File: config.mk
export PLATFORM = sky130hd
export DESIGN_NAME = multi_ch_event_sync
export DESIGN_NICKNAME = d
export VERILOG_FILES = /design/src/rtl/multi_ch_event_sync.sv
export SDC_FILE = /design/constraint.sdc
export NUM_CORES = 1
export LEC_CHECK = 0
export CELL_PAD_IN_SITES_DETAIL_PLACEMENT = 1
export CELL_PAD_IN_SITES_GLOBAL_PLACEMENT = 1
export CORE_ASPECT_RATIO = 0.5
export CORE_MARGIN = 3
export CORE_UTILIZATION = 46
export CTS_CLUSTER_DIAMETER = 50
export DETAILED_ROUTE_END_ITERATION = 7
export PLACE_DENSITY_LB_ADDON = 0.08
export RECOVER_POWER = 50
export SLEW_MARGIN = 5
export SYNTH_ARGS = -nofsm -noshare
export SYNTH_HDL_FRONTEND = slang
export SYNTH_SLANG_ARGS = --single-unit
File: constraint.sdc
create_clock -name clk -period 4 [get_ports clk]
set_input_delay 1 -clock clk [delete_from_list [all_inputs] [get_ports clk]]
set_output_delay 1 -clock clk [all_outputs]
set_load 0.005 [all_outputs]
File: src/rtl/multi_ch_event_sync.sv
`default_nettype none
// ============================================================================
//  Module      : multi_ch_event_sync
//  Description : Receive-side synchroniser for NUM_CH asynchronous level/toggle
//                inputs. Each channel is resynchronised, edge-detected and
//                counted in a saturating pending counter. Pending events are
//                offered to a single consumer in round-robin order over a
//                valid/ready handshake.
//  Revision    : 1.0  initial release
// ============================================================================
module multi_ch_event_sync #(
   parameter int NUM_CH      = 4,
   parameter int SYNC_STAGES = 2,
   parameter int CNT_W       = 4,
   parameter int MODE        = 0,
   localparam int CH_W       = (NUM_CH > 1) ? $clog2(NUM_CH) : 1
) (
   input  logic              clk,
   input  logic              rst_n,
   input  logic [NUM_CH-1:0] async_in,
   output logic [NUM_CH-1:0] evt_pulse,
   output logic              evt_valid,
   output logic [CH_W-1:0]   evt_chan,
   input  logic              evt_ready,
   output logic [NUM_CH-1:0] ovf_sticky,
   input  logic [NUM_CH-1:0] ovf_clr
);

   localparam int               ARM_W    = $clog2(SYNC_STAGES + 2);
   localparam logic [ARM_W-1:0] ARM_DONE = ARM_W'(SYNC_STAGES + 1);
   localparam logic [CNT_W-1:0] CNT_MAX  = {CNT_W{1'b1}};
   localparam logic [CNT_W-1:0] CNT_ONE  = CNT_W'(1);
   localparam logic [CH_W-1:0]  CH_LAST  = CH_W'(NUM_CH - 1);

   typedef enum logic [0:0] {
      ST_IDLE  = 1'b0,
      ST_OFFER = 1'b1
   } state_t;

   logic [NUM_CH-1:0][SYNC_STAGES-1:0] sync_q;
   logic [NUM_CH-1:0]                  hist_q;
   logic [ARM_W-1:0]                   arm_q;
   logic [CNT_W-1:0]                   pend_q [NUM_CH];
   logic [CNT_W-1:0]                   pend_d [NUM_CH];
   logic [NUM_CH-1:0]                  ovf_q;
   logic [NUM_CH-1:0]                  ovf_d;
   logic [CH_W-1:0]                    rr_q;
   logic [CH_W-1:0]                    rr_d;
   logic [CH_W-1:0]                    chan_q;
   logic [CH_W-1:0]                    chan_d;
   state_t                             state_q;
   state_t                             state_d;

   logic [NUM_CH-1:0] w_sync_last;
   logic [NUM_CH-1:0] w_edge;
   logic              w_armed;
   logic              w_hs;
   logic [NUM_CH-1:0] w_dec;
   logic [NUM_CH-1:0] w_nz;
   logic [CH_W-1:0]   w_chan_next;
   logic [CH_W-1:0]   w_start;
   logic [CH_W-1:0]   w_pick;
   logic              w_found;

   // Resynchronise every channel and keep a one-cycle history of the last stage
   always_ff @(posedge clk or negedge rst_n) begin
      if (!rst_n) begin
         sync_q <= '0;
         hist_q <= '0;
      end else begin
         for (int i = 0; i < NUM_CH; i++) begin
            sync_q[i] <= {sync_q[i][SYNC_STAGES-2:0], async_in[i]};
            hist_q[i] <= sync_q[i][SYNC_STAGES-1];
         end
      end
   end

   // Hold off detection until the chain and history hold real samples
   always_ff @(posedge clk or negedge rst_n) begin
      if (!rst_n) begin
         arm_q <= '0;
      end else if (arm_q != ARM_DONE) begin
         arm_q <= arm_q + 1'b1;
      end
   end

   assign w_armed = (arm_q == ARM_DONE);

   // Pick out the synchronised level of each channel
   always_comb begin
      for (int i = 0; i < NUM_CH; i++) begin
         w_sync_last[i] = sync_q[i][SYNC_STAGES-1];
      end
   end

   generate
      if (MODE == 1) begin : g_rise
         assign w_edge = w_sync_last & ~hist_q;
      end else if (MODE == 2) begin : g_fall
         assign w_edge = ~w_sync_last & hist_q;
      end else begin : g_any
         assign w_edge = w_sync_last ^ hist_q;
      end
   endgenerate

   assign evt_pulse   = w_armed ? w_edge : '0;
   assign w_hs        = (state_q == ST_OFFER) && evt_ready;
   assign w_chan_next = (chan_q == CH_LAST) ? '0 : chan_q + 1'b1;

   // Saturating pending counters, overflow flags and post-handshake occupancy
   always_comb begin
      for (int i = 0; i < NUM_CH; i++) begin
         w_dec[i]  = w_hs && (chan_q == CH_W'(i));
         pend_d[i] = pend_q[i];
         ovf_d[i]  = ovf_q[i] & ~ovf_clr[i];
         if (evt_pulse[i] && !w_dec[i]) begin
            if (pend_q[i] == CNT_MAX) begin
               ovf_d[i] = 1'b1;
            end else begin
               pend_d[i] = pend_q[i] + 1'b1;
            end
         end else if (!evt_pulse[i] && w_dec[i]) begin
            pend_d[i] = pend_q[i] - 1'b1;
         end
         // Occupancy as it stands once this cycle's grant is removed
         w_nz[i] = w_dec[i] ? (pend_q[i] > CNT_ONE) : (pend_q[i] != '0);
      end
   end

   // Register counters and overflow flags
   always_ff @(posedge clk or negedge rst_n) begin
      if (!rst_n) begin
         for (int i = 0; i < NUM_CH; i++) begin
            pend_q[i] <= '0;
         end
         ovf_q <= '0;
      end else begin
         for (int i = 0; i < NUM_CH; i++) begin
            pend_q[i] <= pend_d[i];
         end
         ovf_q <= ovf_d;
      end
   end

   // Round-robin search: first occupied channel at or after the start point
   always_comb begin
      w_start = (state_q == ST_OFFER) ? w_chan_next : rr_q;
      w_found = 1'b0;
      w_pick  = '0;
      for (int off = 0; off < NUM_CH; off++) begin
         if (!w_found && w_nz[(int'(w_start) + off) % NUM_CH]) begin
            w_found = 1'b1;
            w_pick  = CH_W'((int'(w_start) + off) % NUM_CH);
         end
      end
   end

   // Offer FSM next-state: hold the offer until accepted, then chain without bubbles
   always_comb begin
      state_d = state_q;
      chan_d  = chan_q;
      rr_d    = rr_q;
      case (state_q)
         ST_IDLE: begin
            if (w_found) begin
               chan_d  = w_pick;
               state_d = ST_OFFER;
            end
         end
         ST_OFFER: begin
            if (w_hs) begin
               rr_d = w_chan_next;
               if (w_found) begin
                  chan_d = w_pick;
               end else begin
                  state_d = ST_IDLE;
               end
            end
         end
         default: begin
            state_d = ST_IDLE;
         end
      endcase
   end

   // Offer FSM state register
   always_ff @(posedge clk or negedge rst_n) begin
      if (!rst_n) begin
         state_q <= ST_IDLE;
         chan_q  <= '0;
         rr_q    <= '0;
      end else begin
         state_q <= state_d;
         chan_q  <= chan_d;
         rr_q    <= rr_d;
      end
   end

   assign evt_valid  = (state_q == ST_OFFER);
   assign evt_chan   = chan_q;
   assign ovf_sticky = ovf_q;

endmodule
`default_nettype wire

==> results of run 1 <==
kinds of logic after synthesis:
logic type               count (synthesis)  share of synthesized area, %
AO/OA/AOI/OAI                           37                         12.92
XOR/XNOR                                18                         7.300
adder cells (fa/ha/maj)                 18                         10.43
buffers and inverters                   22                         4.577
flip-flops                              39                         45.19
multiplexers                            11                         5.504
AND/OR/NAND/NOR                         58                         14.08
metrics by stage:
stage,instances,power [mW],hold slack (ns)
after floorplan,203,1.205,0.3312
after global placement,275,1.384,0.3317
after global routing,283,1.934,0.3641
after CTS,283,1.790,0.3606
final,283,1.776,0.3575
after detailed placement,275,1.437,0.3355
sequential cells by signal (all words and copies together) (netlist names):
register,count
arm_q,2
evt_chan,2
evt_valid,1
hist_q,4
ovf_sticky,4
pend_q,16
rr_q,2
sync_q,8
worst paths after layout:
kind                                       startpoint                 endpoint
worst max-delay path             arm_q[0]$_DFFE_PN0P_             evt_pulse[2]
worst min-delay path              sync_q[2]$_DFF_PN0_      sync_q[3]$_DFF_PN0_
worst max register to register  pend_q[0]$_DFFE_PN0P_  evt_chan[1]$_DFFE_PN0P_
worst min register to register    sync_q[2]$_DFF_PN0_      sync_q[3]$_DFF_PN0_
max in group asynchronous                       rst_n    pend_q[4]$_DFFE_PN0P_
min in group asynchronous                       rst_n    pend_q[2]$_DFFE_PN0P_
report_power, final:
group | leakage [nW] | internal, mW | switching, mW | total, mW
registers | 0.458 | 0.517 | 0.148 | 0.664
logic | 0.620 | 0.369 | 0.408 | 0.777
clock network | 0.0581 | 0.186 | 0.149 | 0.335
total | 1.14 | 1.07 | 0.704 | 1.78
synth_stat cells (2+ instances only):
cell	instances	share of area (%)
a21oi_1	7	1.6
a41oi_1	2	0.81
buf_6	2	1.0
dfrtp_1	39	45
ha_1	18	10
inv_1	19	3.3
mux2_2	7	3.7
mux2i_1	4	1.9
nand2_1	21	3.7
nand3_1	15	3.5
nor2_1	7	1.2
nor4_1	2	0.58
nor4b_1	3	1.2
o21ai_0	10	2.3
o22ai_1	5	1.4
or3_4	2	1.0
xnor2_1	12	4.9
xor2_1	6	2.4
layout make-up:
class / count / share of cell area, %
Multi-Input combinational cell: 142 / 43.11
Sequential cell: 39 / 38.79
Tap cell: 54 / 2.685
Timing Repair Buffer: 21 / 8.105
Clock buffer: 5 / 2.735
Clock inverter: 3 / 1.740
Inverter: 19 / 2.834
critical path, cell delays in order (launching register included):
cell and delay [ns]:
dfrtp_1 0.38, ha_1 0.53, nand2_1 0.23, inv_1 0.10, clkdlybuf4s50_1 0.49
layer usage:
layer	up-vias	wire, um
met5	-	0
met4	0	56
met3	8	196
met2	28	2163
met1	774	2316
li1	752	-
==> metrics.log, run 1 <==
INFO  metric status = finished, violations left
INFO  metric violations = max-capacitance violations, max-slew violations
INFO  metric detail_route.vias_per_cell = 5.519
INFO  metric dieArea = 0.005603 mm2
INFO  metric setup-violations-final = 0
INFO  metric cts-hold-fix-buffers = 0
INFO  metric netlist_instances = 203
INFO  metric post_cts_buffers = 0
INFO  metric mostFrequentLayoutCell = dfrtp_1
INFO  metric hold_path_class = reg -> reg
INFO  metric totalWireLength = 4732 um
INFO  metric grt_max_degree = 40
INFO  metric clock_tree_from_tritoncts = yes
INFO  metric final_antenna_net_count = 0
INFO  metric cts_sink_count = 39
INFO  metric worst_hold_path.num_cells = 0
INFO  metric cts.clk_slew.worst_paths = 0.08 ns
INFO  metric clock_tree.htree_level_count = 2
INFO  metric end_kind = output pin
INFO  metric clock_latency_on_the_worst_skew_pair = 0.30 ns
INFO  metric detailedRoute.firstPassIterationCount = 4
INFO  metric period_minus_slack = 3.032 ns
INFO  metric arrival = 2.03 ns
INFO  metric floorplan.rows = 16
INFO  metric use_met3 = 5.216%
INFO  metric layout_common_cells = 39 x dfrtp_1, 21 x nand2_1, 19 x inv_1
INFO  metric netlist-cell-type-count = 40
INFO  metric detail_route.wl_per_cell = 16.72 um
INFO  metric cts_repair_resize_count = 0
INFO  metric syn_area_per_cell = 10.64 um2
INFO  metric dpl-instance-area = 0.002405 mm2
INFO  metric register_area = 975.9 um2
INFO  metric synthArstFlopShare = 100.0%
INFO  metric unrepaired_setup_endpoints_after_global_routing = no
INFO  metric final_critical_path_setup_slack = 0.9680 ns
INFO  metric hold_viol_final = 0
INFO  metric post-route-cell-area = 0.002516 mm2
INFO  metric vias = 1562
INFO  metric slew-limit-headroom = -37.56%
INFO  metric synth.yosys.warnings = 0
INFO  metric detail_route.drc_violations = 0
INFO  metric timing.final.crit_share = 75.80%
INFO  metric yosys_register_bits = 39
INFO  metric critical_path.max_fanout = 13
INFO  metric final_core_utilization = 59.85%
INFO  metric die_height = 54.45 um
INFO  metric num-nets-final = 257
INFO  metric synthToLayoutAreaGrowth = 16.51%
INFO  metric final_antenna_diode_count = 0
INFO  metric antenna_violations_before_repair = 0
INFO  metric post_synthesis_net_count = 232
INFO  metric post_route_cells_drive_above_1_share = 10.04%
INFO  metric detailed_place_hpwl = 3329 um
INFO  metric required = 3.00 ns
INFO  metric vias_in_the_first_global_route = 1684
INFO  metric detail_route.iter0.violations = 25
INFO  metric grt-ovfl-total = 0
INFO  metric drv_cap = 1
INFO  metric clock-skew-final = 0.01032 ns
INFO  metric timing_worst_slew_pin_value = 2.063 ns
INFO  metric boundaryPins = 22
INFO  metric start_util = 51.37%
INFO  metric core_area = 0.004204 mm2
INFO  metric cts.path.max_buffers = 2
INFO  metric yosys_most_used_dff = dfrtp_1
INFO  metric slew_viol_final = 40
INFO  metric reg2reg_depth = 7
INFO  metric multi_input_comb_area = 0.001085 mm2
INFO  metric timing.critical_path.from_type = flop
INFO  metric fin_tns_setup = 0 ns
INFO  metric final.fill_count = 472
INFO  metric placement_stage_worst_setup_slack = 1.060 ns
INFO  metric power_density = 705.8 mW/mm2
INFO  metric grt_most_used_layer = met2
INFO  metric vdd_ir_drop_max = 0.0003599 V
INFO  metric grt_first_pass_wirelength = 8079 um
INFO  metric floorplan.die.width = 102.9 um
INFO  metric port_buffers = 21
INFO  metric groute.usage.overall = 19.43%
INFO  metric post_synth_instance_area = 0.002160 mm2
INFO  metric worst-setup-path-type = reg -> out
INFO  metric grt.met1_usage = 24.96%
INFO  metric max_freq = 329.8 MHz
INFO  metric routabilityCongestion = 0.8007
INFO  metric clk_root_buffer_cell = clkbuf_8
INFO  metric leakagePower = 1.136 nW
INFO  metric synth-edff-count = 0
INFO  metric cts_buffers = 5
INFO  metric synth_sequential_area_ratio = 45.19%
INFO  metric groute.layer.met2.usage = 32.48%
INFO  metric worst-r2r-setup-slack = 1.99 ns
No activity file was read; power rests on OpenSTA's default activity.
==> run 2: changes to the inputs <==
- CORE_UTILIZATION: 46 -> 40
- clock period: 4 -> 2.6 ns (I/O delays scaled with it)
==> run 2 against run 1 <==
Effect of this change:
- the flow now finishes without violations
- first-iteration DRC count grew 60%
- global-route usage is 2.6 points lower
- sequential share of layout area down 0.38 points
- clock power grew 23%
- via count shrank 2.0%
- utilization down 9.7 points
- combinational power grew 54%
- highest routed layer unchanged
==> metrics.log, run 2 (synthesis results as in run 1) <==
INFO  metric status = complete, no violations
INFO  metric die_height = 57.96 um
INFO  metric layout_common_cells = 39 x dfrtp_1, 21 x nand2_1, 19 x inv_1
INFO  metric clock_latency_on_the_worst_skew_pair = 0.30 ns
INFO  metric mostFrequentLayoutCell = dfrtp_1
INFO  metric power_frac_comb = 45.6%
INFO  metric top_register = pend_q
INFO  metric slew_viol_final = 0
INFO  metric detail_route.iter0.violations = 40
INFO  metric clkPwrFrac = 15.7%
INFO  metric vias_in_the_first_global_route = 1694
INFO  metric totalWireLength = 4541 um
INFO  metric clock_tree.htree_level_count = 2
INFO  metric start_util = 42.62%
INFO  metric antenna_violations_before_repair = 0
INFO  metric power_switching_share = 40.37%
INFO  metric post_route_cells_drive_above_1_share = 12.45%
INFO  metric routabilityCongestion = 0.8057
INFO  metric cts.clk_slew.worst_paths = 0.08 ns
INFO  metric multi_input_comb_area = 0.001087 mm2
INFO  metric detail_route.vias_per_cell = 5.053
INFO  metric largest_reg_flops = 16
INFO  metric synthToLayoutAreaGrowth = 17.67%
INFO  metric post_cts_buffers = 0
INFO  metric port_buffers = 21
INFO  metric power_density = 1033 mW/mm2
INFO  metric floorplan.die.width = 109.9 um
INFO  metric detailedRoute.firstPassIterationCount = 4
INFO  metric biggest_registers_after_layout = pend_q: 16 flops, sync_q: 8 flops
INFO  metric worst-setup-path-type = reg -> out
INFO  metric p_sw = 1.060 mW
INFO  metric crit-reg2reg-launch = pend_q[0]$_DFFE_PN0P_
INFO  metric boundaryPins = 22
INFO  metric vdd_ir_drop_max = 0.0004152 V
INFO  metric detailed_place_hpwl = 3393 um
INFO  metric final_antenna_diode_count = 0
INFO  metric sequential_fraction_of_design_power = 38.8%
INFO  metric final.fill_count = 585
INFO  metric cpLargestDelayFamily = buffers and inverters
INFO  metric fin_tns_setup = 0 ns
INFO  metric end_kind = output pin
INFO  metric critical_path.n_buffers_inverters = 2
INFO  metric grt_max_degree = 40
INFO  metric detail_route.wl_per_cell = 14.99 um
INFO  metric grt_first_pass_wirelength = 8121 um
INFO  metric fin_total_pwr = 2.626 mW
INFO  metric crit_start = arm_q[0]$_DFFE_PN0P_
INFO  metric detail_route.drc_violations = 0
INFO  metric core_area = 0.005067 mm2
INFO  metric p_int = 1.566 mW
INFO  metric clk_root_buffer_cell = clkbuf_8
INFO  metric hold_viol_final = 0
INFO  metric drv_cap = 0
INFO  metric arrival = 1.77 ns
INFO  metric cts_buffers = 5
INFO  metric crit_path_top_delay_cell = clkdlybuf4s50_1
INFO  metric required = 1.95 ns
INFO  metric finalHoldWorstSlack = 0.3494 ns
INFO  metric cts.path.max_buffers = 2
INFO  metric crit_chain = ha_2 -> nand2_1 -> inv_1 -> clkdlybuf4s50_1
INFO  metric timing_worst_slew_pin_value = 0.9842 ns
INFO  metric period_minus_slack = 2.419 ns
INFO  metric hold_path_class = reg -> reg
INFO  metric timing.critical_path.from_type = flop
INFO  metric setup-violations-final = 0
INFO  metric floorplan.rows = 18
INFO  metric clock_tree_from_tritoncts = yes
INFO  metric leakagePower = 1.148 nW
INFO  metric vias = 1531
INFO  metric worst_path_largest_cell_delay = 0.50 ns
INFO  metric cts_sink_count = 39
INFO  metric slew-limit-headroom = 34.38%
INFO  metric hold_path.startpoint = sync_q[0]$_DFF_PN0_
INFO  metric cts-hold-fix-buffers = 0
INFO  metric grt-ovfl-total = 0
INFO  metric critical_path.max_fanout = 13
INFO  metric unrepaired_setup_endpoints_after_global_routing = no
INFO  metric timing.final.crit_share = 93.02%
INFO  metric dieArea = 0.006370 mm2
INFO  metric final_antenna_net_count = 0
INFO  metric register_area = 975.9 um2
INFO  metric num-nets-final = 261
INFO  metric clock-skew-final = 0.004344 ns
INFO  metric max_freq = 413.5 MHz
INFO  metric groute.usage.overall = 16.85%
-- run 2: layout make-up --
class / count / share of cell area (%)
multi-input cells: 142 / 42.79
flip-flops and latches: 39 / 38.40
repair buffers: 25 / 9.257
well taps: 70 / 3.447
inverters: 19 / 2.806
clock buffers: 5 / 2.708
clock inverters: 3 / 0.5908
-- run 2: repair_timing --
item | CTS | global route
resized for setup | 1 | 0
setup endpoints to repair | 2 | 0
hold endpoints to repair | 0 | 0
-- run 2: path summary, 6_finish.rpt --
kind                                                end  slack [ns]  depth (start not counted)
max in group asynchronous           hist_q[2]$_DFF_PN0_        1.49                          1
min in group asynchronous         pend_q[2]$_DFFE_PN0P_        0.50                          1
worst min register to register      sync_q[1]$_DFF_PN0_        0.35                          0
worst max-delay path                       evt_pulse[1]        0.18                          4
worst min-delay path                sync_q[1]$_DFF_PN0_        0.35                          0
worst max register to register  evt_chan[1]$_DFFE_PN0P_        0.64                          7
-- run 2: power by group through the flow --
stage | Clock (mW) | Sequential, mW | Combinational [mW]
after floorplan | 0 | 0.968 | 0.886
after global routing | 0.461 | 1.06 | 1.36
after CTS | 0.433 | 1.02 | 1.22
final | 0.412 | 1.02 | 1.20
after global placement | 0 | 1.02 | 1.16
after detailed placement | 0 | 1.03 | 1.21
-- run 2: through the flow --
step,std cells,instance area (um2),setup WS [ns],util (%)
after floorplan,203,2160,0.7798,-
after detailed placement,295,2455,0.04334,48.44
after CTS,303,2541,0.1690,50.15
after global routing,303,2541,0.06194,50.15
after global placement,295,2455,0.1157,48.44
final,303,2541,0.1815,50.15
-- run 2: per-layer routing --
| layer | global-route usage [%] | share of wire, % |
|---|---|---|
| met1 | 22.13 | 50 |
| met2 | 26.03 | 45 |
| met3 | 5.562 | 3.8 |
| met4 | 6.394 | 1.5 |
| met5 | 0 | 0 |
